[src/rtl/pipeline_flow_ctrl.sv]
// Stall/flush/halt sequencer for the five-stage pipeline: stage enables, bubble injection,
// SYSCALL halt with GO-released resume, and saturating performance counters.
module pipeline_flow_ctrl #(
  parameter int unsigned CNT_W = 32
) (
  input  logic             clk,
  input  logic             CLR,
  input  logic             r1_used,
  input  logic             r2_used,
  input  logic [4:0]       rs,
  input  logic [4:0]       rt,
  input  logic             regwrite_ex,
  input  logic [4:0]       wbreg_ex,
  input  logic             regwrite_mem,
  input  logic [4:0]       wbreg_mem,
  input  logic             jump_id,
  input  logic             branch_ex,
  input  logic             syscall_halt,
  input  logic             GO,
  output logic             pc_en,
  output logic             en_ifid,
  output logic             en_idex,
  output logic             en_exmem,
  output logic             en_memwb,
  output logic             bubble_ifid,
  output logic             bubble_idex,
  output logic             halt,
  output logic [CNT_W-1:0] cycle_cnt,
  output logic [CNT_W-1:0] stall_cnt,
  output logic [CNT_W-1:0] flush_cnt
);

  typedef enum logic [0:0] {StRun, StHalt} state_e;

  state_e     state_q, state_d;
  logic       go_q;
  logic       resume_q, resume_d;
  logic       haz, haz_rs, haz_rt;
  logic       halt_req;
  logic       cycle_inc, stall_inc, flush_inc;

  // Register 0 is hardwired, so a read of it never depends on an in-flight writer.
  assign haz_rs = r1_used && (rs != 5'd0) &&
                  ((regwrite_ex && (wbreg_ex == rs)) || (regwrite_mem && (wbreg_mem == rs)));
  assign haz_rt = r2_used && (rt != 5'd0) &&
                  ((regwrite_ex && (wbreg_ex == rt)) || (regwrite_mem && (wbreg_mem == rt)));
  assign haz    = haz_rs || haz_rt;

  // The resume cycle lets the frozen SYSCALL retire instead of halting again.
  assign halt_req = syscall_halt && !resume_q;

  always_comb begin
    state_d     = state_q;
    resume_d    = 1'b0;
    pc_en       = 1'b1;
    en_ifid     = 1'b1;
    en_idex     = 1'b1;
    en_exmem    = 1'b1;
    en_memwb    = 1'b1;
    bubble_ifid = 1'b0;
    bubble_idex = 1'b0;
    halt        = 1'b0;
    cycle_inc   = 1'b0;
    stall_inc   = 1'b0;
    flush_inc   = 1'b0;
    if (state_q == StHalt || halt_req) begin
      pc_en    = 1'b0;
      en_ifid  = 1'b0;
      en_idex  = 1'b0;
      en_exmem = 1'b0;
      en_memwb = 1'b0;
      halt     = 1'b1;
      if (state_q == StHalt) begin
        if (GO && !go_q) begin
          state_d  = StRun;
          resume_d = 1'b1;
        end
      end else begin
        state_d = StHalt;
      end
    end else begin
      cycle_inc = 1'b1;
      if (branch_ex) begin
        bubble_ifid = 1'b1;
        bubble_idex = 1'b1;
        flush_inc   = 1'b1;
      end else if (haz) begin
        pc_en       = 1'b0;
        en_ifid     = 1'b0;
        bubble_idex = 1'b1;
        stall_inc   = 1'b1;
      end else if (jump_id) begin
        bubble_ifid = 1'b1;
      end
    end
  end

  always_ff @(posedge clk or negedge CLR) begin
    if (!CLR) begin
      state_q  <= StRun;
      go_q     <= 1'b0;
      resume_q <= 1'b0;
    end else begin
      state_q  <= state_d;
      go_q     <= GO;
      resume_q <= resume_d;
    end
  end

  // Counters saturate at all-ones rather than wrapping.
  always_ff @(posedge clk or negedge CLR) begin
    if (!CLR) begin
      cycle_cnt <= '0;
      stall_cnt <= '0;
      flush_cnt <= '0;
    end else begin
      if (cycle_inc && (cycle_cnt != '1)) cycle_cnt <= cycle_cnt + 1'b1;
      if (stall_inc && (stall_cnt != '1)) stall_cnt <= stall_cnt + 1'b1;
      if (flush_inc && (flush_cnt != '1)) flush_cnt <= flush_cnt + 1'b1;
    end
  end

endmodule

[config.mk]
export PLATFORM = sky130hd
export DESIGN_NAME = pipeline_flow_ctrl
export DESIGN_NICKNAME = d
export VERILOG_FILES = /design/src/rtl/pipeline_flow_ctrl.sv
export SDC_FILE = /design/constraint.sdc
export NUM_CORES = 1
export LEC_CHECK = 0
export CAP_MARGIN = 30
export CORE_MARGIN = 5
export CORE_UTILIZATION = 53
export CTS_CLUSTER_DIAMETER = 150
export DETAILED_ROUTE_END_ITERATION = 6
export PLACE_DENSITY = 0.95
export SYNTH_ARGS = -nofsm -noshare
export SYNTH_HDL_FRONTEND = slang
export SYNTH_SLANG_ARGS = --single-unit
[constraint.sdc]
create_clock -name clk -period 4 [get_ports clk]
set_input_delay 0.8 -clock clk [delete_from_list [all_inputs] [get_ports clk]]
set_output_delay 0.8 -clock clk [all_outputs]
set_load 0.1 [all_outputs]
; Word level (Yosys, flattened, before mapping)
; Index checks and enable logic that the tools add are counted.
[totals]
output_inout_bits = 104
register_bits = 99
[op_classes]
n_addsub = 3
n_mux = 21
n_reduce_logical = 21
eq_ne = 7
[ops]
columns = operator, n
row1 = adder 32 x 1 -> 32 bit (second input constant), 3
row2 = inequality test 32 bit (second input constant), 3
row3 = 2-to-1 mux 1 bit, 21
row4 = equality test 5 bit, 4
row5 = logical AND 1 bit, 13
row6 = nonzero test 5 bit, 2
row7 = logical OR 1 bit, 4
row8 = zero test 1 bit, 2

; Longest topological paths before layout
; Gate-level depths: netlist of run 1.
[logic_depth]
ltp_word = 9
ltp_mapped = 8
ltp_nobuf = 7

; Worst setup path after synthesis of run 1
; Ideal clock, no wire load.
[synth_path]
path_kind = input-to-output
from = input port rs[1]
to = output port pc_en
slack_ps = -601
required_ps = 3200
path_buffers = 2
arrival_ps = 3801
cell_stages = 7
cell_sequence = or4_1 o21a_1 a32oi_2 buf_2 nor2_1 nor2_1 buf_4
[synth_via]
elab_chain_len = 8
word_cells_on_any_way = 12
cone_classes = eq/ne (2) / mux (3) / reduce/logical (7)
[synth_lines]
columns = item, line_no
row1 = from (decl), 10  ; input logic [4:0] rs,
row2 = equality test 5 bit, 44  ; ((regwrite_ex && (wbreg_ex == rs)) || (regwrite_mem && (wbreg_mem == rs)));
row3 = logical AND 1 bit, 44
row4 = logical OR 1 bit, 44
row5 = logical AND 1 bit (*), 43  ; assign haz_rs = r1_used && (rs != 5'd0) &&
row6 = logical OR 1 bit (*), 47  ; assign haz = haz_rs || haz_rt;
row7 = 2-to-1 mux 1 bit (*) (3 in a row), n/a
row8 = to (decl), 20  ; output logic pc_en,
; Mark *: on every way between the ends. The rest lies on a longest branch, timed or not.

; Worst setup path in the final report of run 1
[layout_path]
from = input port rs[1]
to = output port pc_en
[layout_via]
elab_chain_len = 8
word_cells_on_any_way = 12
cone_classes = eq/ne (2) / mux (3) / reduce/logical (7)
[layout_lines]
columns = item, line_no
row1 = equality test 5 bit, 44
row2 = logical AND 1 bit, 44
row3 = logical OR 1 bit, 44
row4 = logical AND 1 bit (*), 43
row5 = logical OR 1 bit (*), 47
row6 = 2-to-1 mux 1 bit (*), 87  ; end else if (haz) begin
row7 = 2-to-1 mux 1 bit (*), 83  ; if (branch_ex) begin
row8 = 2-to-1 mux 1 bit (*), 66  ; if (state_q == StHalt || halt_req) begin
; Marked as above.

==> results of run 1 <==
[routing by layer]
metal	wire, um	vias up	track usage
met5	0	-	0
met4	170	0	0.0640
li1	-	1971	-
met3	717	14	0.0396
met2	6280	138	0.392
met1	5510	2074	0.295
[layout by cell type, fill, tap and decap left out, types with 2 or more instances in the layout]
| master | n |
|---|---|
| and3_2 | 2 |
| and4_1 | 2 |
| a31oi_1 | 2 |
| buf_4 | 7 |
| ha_1 | 3 |
| and2_2 | 2 |
| nand3_1 | 38 |
| nand4_1 | 27 |
| and3_1 | 11 |
| o21a_1 | 2 |
| nor4_1 | 8 |
| nor2_1 | 29 |
| nor3_1 | 31 |
| or2_2 | 2 |
| nand4_4 | 2 |
| nor4_4 | 2 |
| clkbuf_8 | 9 |
| inv_1 | 8 |
| clkdlybuf4s50_1 | 124 |
| nor2_2 | 3 |
| inv_6 | 2 |
| buf_12 | 7 |
| xnor2_1 | 61 |
| nand2_1 | 54 |
| or3_1 | 2 |
| clkinvlp_4 | 2 |
| nor4b_1 | 3 |
| nand2b_1 | 2 |
| mux2_2 | 2 |
| xor2_1 | 50 |
| and2_1 | 2 |
| dfrtp_1 | 99 |
| or4_4 | 2 |
| o22ai_1 | 2 |
| a21oi_1 | 3 |
| nor3b_1 | 4 |
| and4_2 | 2 |
[power by group]
group	total (mW)	switching, mW	internal [mW]
Combinational	0.871	0.641	0.231
Sequential	1.14	0.0836	1.06
Clock	0.666	0.366	0.299
Total	2.68	1.09	1.59
[sequential cells by signal, indices dropped and copies added, names as in the netlist]
signal / cells
state_q: 1
stall_cnt: 32
flush_cnt: 32
cycle_cnt: 32
resume_q: 1
go_q: 1
[final cells by class]
class | count | area [um2]
fill | 627 | 2450
clock inverter | 7 | 82.6
multi-input combinational | 368 | 2470
tap | 129 | 161
sequential | 99 | 2480
clock buffer | 9 | 124
inverter | 9 | 33.8
timing repair buffer | 138 | 1430
[how the worst min path moves through the flow]
stage / start / endpoint / slack [ns] / cells after the start
global placement: go_q$_DFF_PN0_ / resume_q$_DFF_PN0_ / 0.40 / 1
detailed placement: go_q$_DFF_PN0_ / resume_q$_DFF_PN0_ / 0.41 / 1
CTS: CLR / stall_cnt[11]$_DFFE_PN0P_ / 0.38 / 1
floorplan: go_q$_DFF_PN0_ / resume_q$_DFF_PN0_ / 0.39 / 1
global route: CLR / stall_cnt[11]$_DFFE_PN0P_ / 0.39 / 1
finish: CLR / stall_cnt[11]$_DFFE_PN0P_ / 0.38 / 1
[kinds of logic after synthesis]
| group | share of synthesized area |
|---|---|
| AND/OR/NAND/NOR | 0.261 |
| XOR/XNOR | 0.193 |
| flip-flops | 0.493 |
| buffers and inverters | 0.0159 |
| AO/OA/AOI/OAI | 0.0214 |
| multiplexers | 0.00747 |
| adder cells (fa/ha/maj) | 0.00747 |
[critical path, cell delays in order]
cell and delay, ns:
clkdlybuf4s50_1 0.48, or4_1 0.56, o21a_1 0.20, a32oi_2 0.26, nor2_1 0.09, nor2_2 0.21
buf_12 0.21
==> impl_metrics.ini, run 1 <==
[place]
gp_congestion = 0.863
dp_hpwl_mm = 9.55
place_area_mm2 = 0.00658
dpl_worst_slack_ns = 0.410
dp_cells = 743
io_buffers = 133

[yosys]
yosys.area.top_type = dfrtp_1
synth_area_mm2 = 0.00503
synth_edf_count = 0
synthFlopType = dfrtp_1
synth_fp_nets = 517
ys_ff_latch = 99
synthTopCellsByArea = dfrtp_1 (49%), xnor2_1 (11%), xor2_1 (8.7%), nand2_1 (4.0%), nand3_1 (3.8%)
ys_seq_area_frac = 0.493
synth_most_common_cell = dfrtp_1
syn_inst = 484
synth_cell_types = 48
synth.top_cell.area_share = 0.493
synthTopCellsByCount = dfrtp_1 (99), xnor2_1 (61), nand2_1 (54)
synth_area_per_cell_um2 = 10.4
synth-async-reset-ratio = 1.00
synth_warnings = 0

[timing]
hold_viol_final = 0
finalCritPeriodShare = 0.903
setup_viol = 0
finalMaxSlewViolations = 0
finalSetupTns_ns = 0
worst_pin_slew_ns = 1.02
holdWs_ns = 0.379
finalClockSkew_ns = 0.0146
fmax_mhz = 277
fin_crit_ns = 3.61
layout_setup_ws_ns = 0.390
rsz0062_at_grt = false
slew_headroom = 0.320

[drt]
routedWlPerCell_um = 16.7
drtAntennaViolNets = 0
via_count = 4197
drt-initial-drc-count = 196
via_per_inst = 5.53
first_pass_iters = 4
drc = 0
wirelength_mm = 12.7

[clock_tree]
cts_tree = yes
cts_buffers = 9
cts_sinks = 99
htree_levels = 3
cts_resized = 0
clk_pin_slew_ns = 0.11
clockBufferDepth = 2
holdBufCountCts = 0
cts-root-buf = clkbuf_8
clk_latency_ns = 0.36
post_cts_buffers = 0

[critical_path]
r2r_end = stall_cnt[1]$_DFFE_PN0P_
reg2reg_depth = 7
reg2reg_slack_ns = 1.49
r2r_start = resume_q$_DFF_PN0_
cp-start-kind = primary input
worst-setup-path-type = in2out
required_ns = 3.20
endpoint = pc_en
crit_path_end_kind = output pin
crit_start = rs[1]
arrival_ns = 2.81
crit_path_max_fanout = 4

[floorplanning]
rows = 35
die_w_um = 107
die_h_um = 107
start_util = 0.544
io_pins = 134
core_mm2 = 0.00924
dieArea_mm2 = 0.0115

[final_layout]
finish.utilization = 0.734
final_area_mm2 = 0.00679
final-instance-count-excl-fill = 759
fin_nets = 658
drive_gt1_frac = 0.0937
area_growth_pct = 35.0
antenna_cells = 0

[status]
outcome = finished, final reports clean

[pwr]
pwr_density_cell_mw_per_mm2 = 395
p_leak_nw = 2.93
ir_worst_vdd_mv = 0.735
power_mw = 2.68

[global_routing]
grt_start_max_net_pins = 38
grt_overflow_total = 0
grt_pass1_vias = 4364
grtUsageTotal = 0.227
grt_pass1_wl_mm = 21.4
antenna_found_initial = 0

[job]
drv_cap = 0

[worst_hold_path]
hp-class = in2async
Power figures use the tool's default switching activity.
==> run 2: changes to the inputs <==
CORE_MARGIN = 10   (was 5)
CORE_UTILIZATION = 40   (was 53)
PLACE_DENSITY = 0.8   (was 0.95)
==> impl_metrics.ini, run 2 (synthesized netlist as in run 1, its figures left out) <==
[place]
io_buffers = 133
place_area_mm2 = 0.00662
dpl_worst_slack_ns = 0.297
dp_hpwl_mm = 9.98
gp_congestion = 0.854

[critical_path]
required_ns = 3.20
arrival_ns = 2.88
crit_chain = clkdlybuf4s50_1, or4_1, o21a_1, a32oi_2, nor2_1, nor2_2, buf_12
crit_path_max_fanout = 4
r2r_start = resume_q$_DFF_PN0_
crit_path_end_kind = output pin
slowest_stage = or4_1
crit_start = rs[1]
critPathMaxStageDelay_ns = 0.55
cp-start-kind = primary input
crit_buf_inv = 2
path_delay_family = simple AND/OR/NAND/NOR gates
worst-setup-path-type = in2out

[floorplanning]
dieArea_mm2 = 0.0174
die_h_um = 132
core_mm2 = 0.0122
rows = 40
start_util = 0.413
io_pins = 134
die_w_um = 132

[global_routing]
gr-usage-met2 = 0.231
antenna_found_initial = 0
grt_overflow_total = 0
grt_start_max_net_pins = 81
top_usage_layer = met2
grtUsageTotal = 0.151
use_met3 = 0.0602
grt_pass1_wl_mm = 21.9
grt_pass1_vias = 4152
use_met1 = 0.193

[status]
outcome = finished, final reports clean

[timing]
worst_pin_slew_ns = 1.03
holdWs_ns = 0.401
setup_viol = 0
finalCritPeriodShare = 0.920
hold_viol_final = 0
layout_setup_ws_ns = 0.321
fin_crit_ns = 3.68
fmax_mhz = 272
finalClockSkew_ns = 0.00504
finalMaxSlewViolations = 0
slew_headroom = 0.310
rsz0062_at_grt = false

[final_layout]
n_fill_cell = 1051
final_common_cell = clkdlybuf4s50_1
reg_top3 = cycle_cnt: 32 flops, flush_cnt: 32 flops, stall_cnt: 32 flops
final_cell_mix = clkdlybuf4s50_1 (124), dfrtp_1 (99), xnor2_1 (61)
area_growth_pct = 38.4
final_area_mm2 = 0.00696
antenna_cells = 0
fin_nets = 658
drive_gt1_frac = 0.0906

[pwr]
switching_power_mw = 1.09
pwr-share-clk = 0.318
ir_worst_vdd_mv = 0.513
p_comb_frac = 0.294
p_leak_nw = 2.99
pwr_density_cell_mw_per_mm2 = 423
seqPwrFrac = 0.388
p_sw_frac = 0.371
p_int_mw = 1.85

[clock_tree]
cts_tree = yes
clk_pin_slew_ns = 0.06
cts_sinks = 99
cts-root-buf = clkbuf_16
holdBufCountCts = 0
clockBufferDepth = 2
htree_levels = 3
cts_resized = 0
cts_buffers = 9
clk_latency_ns = 0.35
post_cts_buffers = 0

[drt]
routedWlPerCell_um = 16.7
wirelength_mm = 13.3
via_per_inst = 5.17
drc = 0
drt-initial-drc-count = 315
first_pass_iters = 4
via_count = 4121
drtAntennaViolNets = 0

[worst_hold_path]
hp-class = in2async

[job]
drv_cap = 0
run 2: cell types whose count changed in the layout (fill, tap and decap cells not counted), sizes merged:
cell,delta
bufinv,+1
clkbuf,+2
clkinvlp,-2
inv,-2
run 2: final timing paths:
check / to / slack (ns) / depth (start not counted)
setup reg to reg: stall_cnt[22]$_DFFE_PN0P_ / 1.55 / 7
setup / recovery: pc_en / 0.32 / 7
max in group asynchronous: flush_cnt[9]$_DFFE_PN0P_ / 2.95 / 2
hold / removal: stall_cnt[13]$_DFFE_PN0P_ / 0.40 / 1
hold reg to reg: resume_q$_DFF_PN0_ / 0.41 / 1
min in group clk: resume_q$_DFF_PN0_ / 0.41 / 1
run 2: area by class of cell:
cell class,count,area (um2),area share
sequential,99,2480,0.356
tap,168,210,0.0302
clock buffer,11,243,0.0349
multi-input combinational,368,2470,0.356
inverter,9,33.8,0.00486
timing repair buffer,138,1450,0.208
clock inverter,4,73.8,0.0106
run 2: power groups by stage:
stage          combinational (mW)  clock [mW]  sequential (mW)
2_1_floorplan               0.214           0             1.55
3_3_place_gp                0.860           0             1.16
3_5_place_dp                0.869           0             1.16
4_1_cts                     0.871       0.964             1.14
5_1_grt                     0.904        1.00             1.15
6_report                    0.867       0.937             1.14
run 2: per-layer routing:
layer	routed length, um	up-vias
met3	1090	14
met1	5990	1998
met4	166	0
met2	6030	150
li1	-	1959
met5	0	-
run 2: through the flow:
| step | cells | util | TNS [ns] | power [mW] |
|---|---|---|---|---|
| after floorplan | 484 | - | -0.0738 | 1.77 |
| after global placement | 781 | 0.544 | 0 | 2.02 |
| after detailed placement | 781 | 0.544 | 0 | 2.03 |
| after CTS | 796 | 0.570 | 0 | 2.98 |
| after global routing | 797 | 0.572 | 0 | 3.06 |
| final | 797 | 0.572 | 0 | 2.95 |
run 2: worst reg2reg max path, stage by stage, from the launching register on:
cell	delay, ns
dfrtp_1	0.36
or2b_2	0.31
nand2_2	0.22
clkinv_1	0.48
nand3_1	0.46
buf_4	0.24
nor3_1	0.08
xor2_1	0.16
